<file path="config.mk">
export PLATFORM = sky130hd
export DESIGN_NAME = trd_sched
export DESIGN_NICKNAME = d
export VERILOG_FILES = /design/src/rtl/trd_sched.sv
export SDC_FILE = /design/constraint.sdc
export NUM_CORES = 1
export LEC_CHECK = 0
export BUFFER_PORTS_ARGS = -buffer_cell sky130_fd_sc_hd__buf_2
export CORE_MARGIN = 3
export CORE_UTILIZATION = 35
export CTS_BUF_LIST = sky130_fd_sc_hd__clkbuf_4
export CTS_CLUSTER_DIAMETER = 40
export DETAILED_ROUTE_END_ITERATION = 10
export PLACE_DENSITY = 0.56
export SLEW_MARGIN = 25
export SYNTH_ARGS = -nofsm -noshare
export SYNTH_HDL_FRONTEND = slang
export SYNTH_HIERARCHICAL = 1
export SYNTH_SLANG_ARGS = --single-unit
</file>
<file path="constraint.sdc">
create_clock -name clk -period 7.8 [get_ports clk]
set_clock_uncertainty 0.15 [all_clocks]
set_input_delay 0 -clock clk [delete_from_list [all_inputs] [get_ports clk]]
set_output_delay 0 -clock clk [all_outputs]
set_load 0.05 [all_outputs]
</file>
<file path="src/rtl/trd_sched.sv">
// Per-thread PC register file and round-robin fetch scheduler.
// Each lane holds one thread's OFF/RDY/WAIT state and its PC. The top
// picks the next ready thread after the last one issued and registers
// cur_trd/cur_pc/i_rd toward the I-cache.

module trd_sched_lane #(
  parameter logic [31:0] START_PC = 32'h0001_0100,
  parameter bit          RST_RDY  = 1'b0
) (
  input  logic        clk,
  input  logic        rst_n,
  input  logic        kill_i,
  input  logic        miss_i,
  input  logic        fill_i,
  input  logic        start_i,
  input  logic        pc_wr_i,
  input  logic [31:0] nxt_pc_i,
  output logic        cand_o,
  output logic [31:0] pc_o,
  output logic        active_o
);
  typedef enum logic [1:0] {ST_OFF = 2'd0, ST_RDY = 2'd1, ST_WAIT = 2'd2} st_e;
  localparam st_e ST_RST = RST_RDY ? ST_RDY : ST_OFF;

  st_e         st_q, st_d;
  logic [31:0] pc_q;
  logic        active_q;

  // Thread state transitions: kill > miss > fill > start.
  always_comb begin
    st_d = st_q;
    if (kill_i)                            st_d = ST_OFF;
    else if (miss_i && st_q != ST_OFF)     st_d = ST_WAIT;
    else if (fill_i && st_q == ST_WAIT)    st_d = ST_RDY;
    else if (start_i && st_q == ST_OFF)    st_d = ST_RDY;
  end

  // State, PC and the registered active flag; PC writes ignore state.
  always_ff @(posedge clk or negedge rst_n) begin
    if (!rst_n) begin
      st_q     <= ST_RST;
      pc_q     <= START_PC;
      active_q <= RST_RDY;
    end else begin
      st_q     <= st_d;
      active_q <= (st_d != ST_OFF);
      if (pc_wr_i) pc_q <= nxt_pc_i;
    end
  end

  // A thread killed or missing this cycle must not win arbitration.
  assign cand_o   = (st_q == ST_RDY) && !kill_i && !miss_i;
  assign pc_o     = pc_q;
  assign active_o = active_q;
endmodule

module trd_sched #(
  parameter int          NUM_TRD  = 8,
  parameter logic [31:0] START_PC = 32'h0001_0100
) (
  input  logic                    clk,
  input  logic                    rst_n,
  input  logic [32*NUM_TRD-1:0]   nxt_pc_flat_i,
  input  logic [NUM_TRD-1:0]      pc_wr_i,
  input  logic                    i_miss_i,
  input  logic [2:0]              i_miss_trd_i,
  input  logic                    d_miss_i,
  input  logic [2:0]              d_miss_trd_i,
  input  logic                    fill_done_i,
  input  logic [2:0]              fill_trd_i,
  input  logic [NUM_TRD-1:0]      trd_start_i,
  input  logic [NUM_TRD-1:0]      trd_kill_i,
  input  logic                    stall_i,
  output logic [2:0]              cur_trd_o,
  output logic [31:0]             cur_pc_o,
  output logic                    i_rd_o,
  output logic [NUM_TRD-1:0]      trd_active_o
);
  localparam int TW = $clog2(NUM_TRD);

  logic [NUM_TRD-1:0][31:0] nxt_pc, pc;
  logic [NUM_TRD-1:0]       miss, fill, cand;

  // cur_trd_q doubles as last_trd: both only change together on issue.
  logic [TW-1:0] cur_trd_q, cur_trd_d;
  logic [31:0]   cur_pc_q, cur_pc_d;
  logic          i_rd_q, i_rd_d;
  logic [TW-1:0] win;
  logic          found;

  assign nxt_pc = nxt_pc_flat_i;

  for (genvar g = 0; g < NUM_TRD; g++) begin : g_lane
    // A same-thread i_miss and d_miss simply OR into one miss.
    assign miss[g] = (i_miss_i && i_miss_trd_i == TW'(g)) ||
                     (d_miss_i && d_miss_trd_i == TW'(g));
    assign fill[g] = fill_done_i && fill_trd_i == TW'(g);

    trd_sched_lane #(.START_PC(START_PC), .RST_RDY(g == 0)) u_lane (
      .clk      (clk),
      .rst_n    (rst_n),
      .kill_i   (trd_kill_i[g]),
      .miss_i   (miss[g]),
      .fill_i   (fill[g]),
      .start_i  (trd_start_i[g]),
      .pc_wr_i  (pc_wr_i[g]),
      .nxt_pc_i (nxt_pc[g]),
      .cand_o   (cand[g]),
      .pc_o     (pc[g]),
      .active_o (trd_active_o[g])
    );
  end

  // Round-robin search starting after the last issued thread, ending on it.
  always_comb begin
    found = 1'b0;
    win   = cur_trd_q;
    for (int k = 1; k <= NUM_TRD; k++) begin
      logic [TW-1:0] idx;
      idx = TW'((int'(cur_trd_q) + k) % NUM_TRD);
      if (!found && cand[idx]) begin
        found = 1'b1;
        win   = idx;
      end
    end
  end

  // Issue next state; stall freezes everything, bypass a same-cycle PC write.
  always_comb begin
    cur_trd_d = cur_trd_q;
    cur_pc_d  = cur_pc_q;
    i_rd_d    = i_rd_q;
    if (!stall_i) begin
      i_rd_d = found;
      if (found) begin
        cur_trd_d = win;
        cur_pc_d  = pc_wr_i[win] ? nxt_pc[win] : pc[win];
      end
    end
  end

  // Issued-thread output registers.
  always_ff @(posedge clk or negedge rst_n) begin
    if (!rst_n) begin
      cur_trd_q <= '0;
      cur_pc_q  <= START_PC;
      i_rd_q    <= 1'b0;
    end else begin
      cur_trd_q <= cur_trd_d;
      cur_pc_q  <= cur_pc_d;
      i_rd_q    <= i_rd_d;
    end
  end

  assign cur_trd_o = 3'(cur_trd_q);
  assign cur_pc_o  = cur_pc_q;
  assign i_rd_o    = i_rd_q;
endmodule
</file>
==> results of run 1 <==
-- metrics by stage --
step | instance area, sq um | cells | hold slack [ns]
after detailed placement | 20700 | 2393 | -0.0629
after global placement | 20700 | 2393 | -0.0641
after floorplan | 18800 | 1454 | -0.446
-- cells by family after synthesis --
kind of cell	synth area share, %
muxes	36.2
DFF	42.2
and+or+nand+nor	7.09
AOI/OAI and AO/OA	8.81
buffers and inverters	5.18
xor gates and xnor gates	0.366
adders and majority gates	0.133
==> impl.org, run 1 <==
** Placement
- Worst slack, placed :: roughly 1.5 ns
- Buffers placed on the I/O ports in this run total 338.
- Post-DP HPWL :: 35400 um
- Routability-driven placement finished with a final weighted congestion of 0.890.

** Clock tree
- Clock sink count :: 316
- No sink is reached through more buffers than the 3 on the longest clock path.
- CTS Hold Buffers Added :: between 500 and 600
- CTS placed an instance of sky130_fd_sc_hd__clkbuf_4 at the clock tree root.
- CTS H-tree lvls :: 3
- TritonCTS created 99 clock buffers.
- In this run the post-CTS setup repair buffer count came out at 0.
- Number of gates resized after cts :: 0

** Floorplanning
- The floorplan step set the die width to 238 um.
- Initial core utilization :: 35.6%
- Top-level I/O count :: 339
- The floorplan has 84 rows.
- Y dimension of the die :: 238 um

** Synth
- The commonest cells after synthesis are sky130_fd_sc_hd__dfrtp_1, sky130_fd_sc_hd__mux2i_1, sky130_fd_sc_hd__mux2_4.
- FF+latch count, synth :: between 300 and 400
- Synthesized area per cell :: 12.9 sq um
- Cell taking the most area after synthesis :: sky130_fd_sc_hd__dfrtp_1
- Post-Synthesis Cells :: 1454
- Synth cell types :: 56
- Yosys attributes the largest share of cell area to sky130_fd_sc_hd__dfrtp_1, sky130_fd_sc_hd__mux2_4, sky130_fd_sc_hd__mux2i_1.
- Summed over its instances, the top area cell type makes up a little under 40% of the synthesized netlist area.
- Synthesis produced a netlist with a net count of 1751.
- Number of synthesis warnings :: 6
- Async set-reset flop share out of synthesis :: 100%
- Count of flip-flops with a built-in enable after synthesis :: 0
- For this run, the leading register cell type out of synthesis is sky130_fd_sc_hd__dfrtp_1.
- Most numerous cell in the Yosys netlist :: sky130_fd_sc_hd__dfrtp_1
- The mapped netlist covers between 15000 and 20000 sq um.
- Summing the sequential cell areas from Yosys gives a little over two fifths of the chip area.

** Outcome
- Last stage reached :: clock tree synthesis (4_1_cts)
- First error message :: [ERROR RSZ-0060] Max buffer count reached.
- The flow did not finish.
==> run 2, diff against run 1 <==
CORE_UTILIZATION = 20   (was 35)
CTS_BUF_LIST = default   (was sky130_fd_sc_hd__clkbuf_4)
CTS_CLUSTER_DIAMETER = default   (was 40)
PLACE_DENSITY = default   (was 0.56)
PLACE_DENSITY_LB_ADDON = 0.15   (was default)
==> impl.org, run 2 <==
** Detailed routing
- Summing over every cut layer, the via total after detailed routing is 15035.
- For this block, the initial DRC count from the detailed router was 632.
- Ratio of routed vias to standard cells :: 4.31
- Aggregate routed wire length :: 70700 um
- Number of remaining DRC errors :: 0
- The pre-antenna-repair detailed-routing pass consisted of 5 iterations.
- In the final routed layout, each cell accounts on average for roughly 20 um.
- Antenna Nets Post-Route :: 0

** Placement
- The number of placed instances, taps included is 2955 (+23%).
- The placer's final routability congestion estimate is 0.763 (-14%).
- The area of placed instances came to 21500 sq um (+3.7%).
- The quantity of I/O buffers inserted on ports came to 338 (unchanged).
- The worst slack at placement was 1.90 ns (+0.439 ns).
- Post-DP HPWL :: 45500 um (+29%)

** Synth
- The synthesis-stage register bit count was 316 (unchanged).
- The share of synthesized area occupied by flip-flops and latches is 42.2% (unchanged).
- The net count of the mapped netlist came to 1751 (unchanged).
- Of all cell types, the one taking the most synthesized area is sky130_fd_sc_hd__dfrtp_1.
- Most numerous cell in the Yosys netlist :: sky130_fd_sc_hd__dfrtp_1
- The warning count from the yosys run came to 6 (unchanged).
- The cell area after technology mapping is 18800 sq um (unchanged).
- The synthesized area per cell came to 12.9 sq um (unchanged).
- Among all flip-flop cells after synthesis, the most frequent one is sky130_fd_sc_hd__dfrtp_1.
- Synth cell types :: 56 (unchanged)
- The post-synthesis async set-or-reset flop share came to 100% (unchanged).
- Count of flip-flops with a built-in enable after synthesis :: 0 (unchanged)
- The share of the synthesized area in the top cell type came to 39.4% (unchanged).
- The number of instances in the synthesized netlist was 1454 (unchanged).
- Top cell types by occurrence after synthesis :: sky130_fd_sc_hd__dfrtp_1, sky130_fd_sc_hd__mux2i_1, sky130_fd_sc_hd__mux2_4
- Sorting the synthesized cells by area gives the leading types as sky130_fd_sc_hd__dfrtp_1, sky130_fd_sc_hd__mux2_4, sky130_fd_sc_hd__mux2i_1.

** STA
- In the post-route analysis, the smallest setup slack over all paths is 1.91 ns.
- Least-Margin Pin Slew :: 1.03 ns
- Final count of pins violating max slew :: 0
- Of the available clock period, the critical path in the final layout requires about three quarters.
- The worst path needs 5.89 ns of the cycle, external delays included.
- The number of hold violations in the final report is 0.
- Setup violations remaining at the end of the flow were counted as 0.
- Setup TNS after final layout :: 0 ns
- Fmax achieved :: 170 MHz
- In this run the tightest slew margin relative to its limit is 31.3%.
- Setup repair after global routing left no endpoint under its margin.

** Global routing
- First-pass GRT wire length :: 107000 um
- The initial antenna violation count is 6.
- The via count of the first global-routing pass was 16694.
- GR Overflow Total :: 0
- Pin count of the biggest net entering global routing :: roughly 150
- Global routing consumed, over all layers together, 14.2% of the routing resources.

** Setup path
- Required time reported for the critical path endpoint :: 8.13 ns
- Delay-heaviest family, CP :: simple AND/OR/NAND/NOR gates
- Critical path peak fanout :: 34
- The largest single stage delay on the critical path is 0.82 ns.
- Type of origin of the critical path :: register
- The critical path contains buffers and inverters numbering 3 combined.
- Critical Setup Path Class :: register to register
- Worst path slowest cell :: sky130_fd_sc_hd__ha_1
- Data arrives at the worst endpoint at between 6 and 7 ns.
- Traced cell by cell, the critical path runs through buf_4 > inv_1 > ha_1 > mux2_1 > mux4_2 > nor2_1 > and4_1 > nand2_1 > a22oi_1 > nand2b_4 > buf_4 > o22ai_1 > or3_1 > a31o_1.
- By instance count, the cell type seen most on the critical path is sky130_fd_sc_hd__buf_4.
- The worst setup path is captured at a register.

** Job
- Max-cap viol count :: 0

** Floorplanning
- The horizontal die dimension came to 313 um (+31%).
- The vertical extent of the die is 313 um (+31%).
- The die covers 97700 sq um.
- Total core area :: between 90000 and 100000 sq um
- The effective utilization at floorplan came to 20.3% (-15 points).
- Row Count :: 111 (+32%)
- The top-level I/O count was 339 (unchanged).

** Finish
- After the last flow step, the layout net total stands at around 2500.
- Counting the fill cells in the layout gives 9518.
- The register with the most flip-flops in the layout has 256 of them.
- Share of layout cells above drive strength 1 :: around 33%
- Number of cells in the finished layout apart from fillers :: 3490
- The library cell used most frequently in the layout, excluding fill and tap cells, is sky130_fd_sc_hd__dlygate4sd3_1.
- In the layout the commonest cells are sky130_fd_sc_hd__dlygate4sd3_1, sky130_fd_sc_hd__buf_2, sky130_fd_sc_hd__dfrtp_1.
- Layout area overhead :: 46.7%
- The finished cells cover 27600 sq um.

** Clock tree
- Clock slew at reported path FFs :: approximately 0.060 ns
- Clock sink count :: 316 (unchanged)
- Cell at the root of the clock tree :: sky130_fd_sc_hd__clkbuf_16
- CTS H-tree lvls :: 2 (-1)
- The post-CTS repair timing setup buffer count is 0 (unchanged).
- TritonCTS built the clock tree.
- TritonCTS buffer count :: 46 (-54%)
- The maximum count of clock buffers along a single path came to 3 (unchanged).
- Latest clock arrival within the worst-skew pair :: 0.60 ns

** Outcome
- Run status :: finished clean

** Hold path
- The path class of the tightest hold or removal check is input pin to register.
run 2: worst paths after layout:
path / from / endpoint / slack, ns / depth (start not counted)
worst min register to register: i_rd_o / i_rd_o / 0.34 / 1
max in group asynchronous: rst_n / g_lane[5].u_lane/pc_o[5] / 6.15 / 5
worst max register to register: cur_trd_o[1] / cur_pc_o[11] / 1.91 / 14
min in group asynchronous: rst_n / g_lane[5].u_lane/pc_o[26] / 0.42 / 4
worst min-delay path: trd_start_i[0] / g_lane[0].u_lane/active_o / 0.04 / 4
worst max-delay path: cur_trd_o[1] / cur_pc_o[11] / 1.91 / 14
run 2: logic make-up (layout without fill, tap and decap cells):
family | after synthesis | in the layout | synth area share [%]
simple gates | 242 | 242 | 7.09
xor+xnor | 7 | 7 | 0.366
fa+ha+maj | 2 | 2 | 0.133
mux | 545 | 545 | 36.2
flops | 316 | 316 | 42.2
buf+inv | 116 | 906 | 5.18
other cells | 0 | 3 | 0
compound gates | 226 | 226 | 8.81
run 2: routing by layer:
layer / wire [um] / global-route usage, % / up-vias
met2: 32600 / 23.0 / 381
li1: - / - / 6975
met3: 3140 / 2.64 / 83
met5: 13 / 0 / -
met1: 33400 / 19.4 / 7594
met4: 1540 / 3.81 / 2
run 2: repair_timing:
action	in CTS	in global routing
hold buffers	448	0
endpoints found under the hold margin	492	0
resized for setup	0	0
run 2: through the flow:
stage | hold slack (ns) | util [%]
global placement | -0.127 | 23.2
detailed placement | -0.121 | 23.2
finish | 0.0357 | 29.8
global route | 0.0192 | 29.8
floorplan | -0.446 | -
CTS | 0.0000795 | 29.8
run 2: worst min-delay path, stage by stage:
cell and delay [ns]:
sky130_fd_sc_hd__dlygate4sd3_1 0.51, sky130_fd_sc_hd__buf_2 0.11, sky130_fd_sc_hd__nor3_1 0.04, sky130_fd_sc_hd__nor2_1 0.08
run 2: area by class of cell:
class / count / area (sq um) / share of cell area (%)
sequential: 316 / 7930 / 28.8
antenna: 3 / 7.51 / 0.0272
multi-input combinational: 1022 / 9970 / 36.1
clock buffer: 73 / 1440 / 5.23
inverter: 5 / 18.8 / 0.0680
clock inverter: 10 / 128 / 0.463
timing repair buffer: 818 / 6530 / 23.7
tap: 1243 / 1560 / 5.64
Power of run 2 is not shown: default switching activity piles up to over one toggle a cycle in this logic, so the estimate is an artifact.
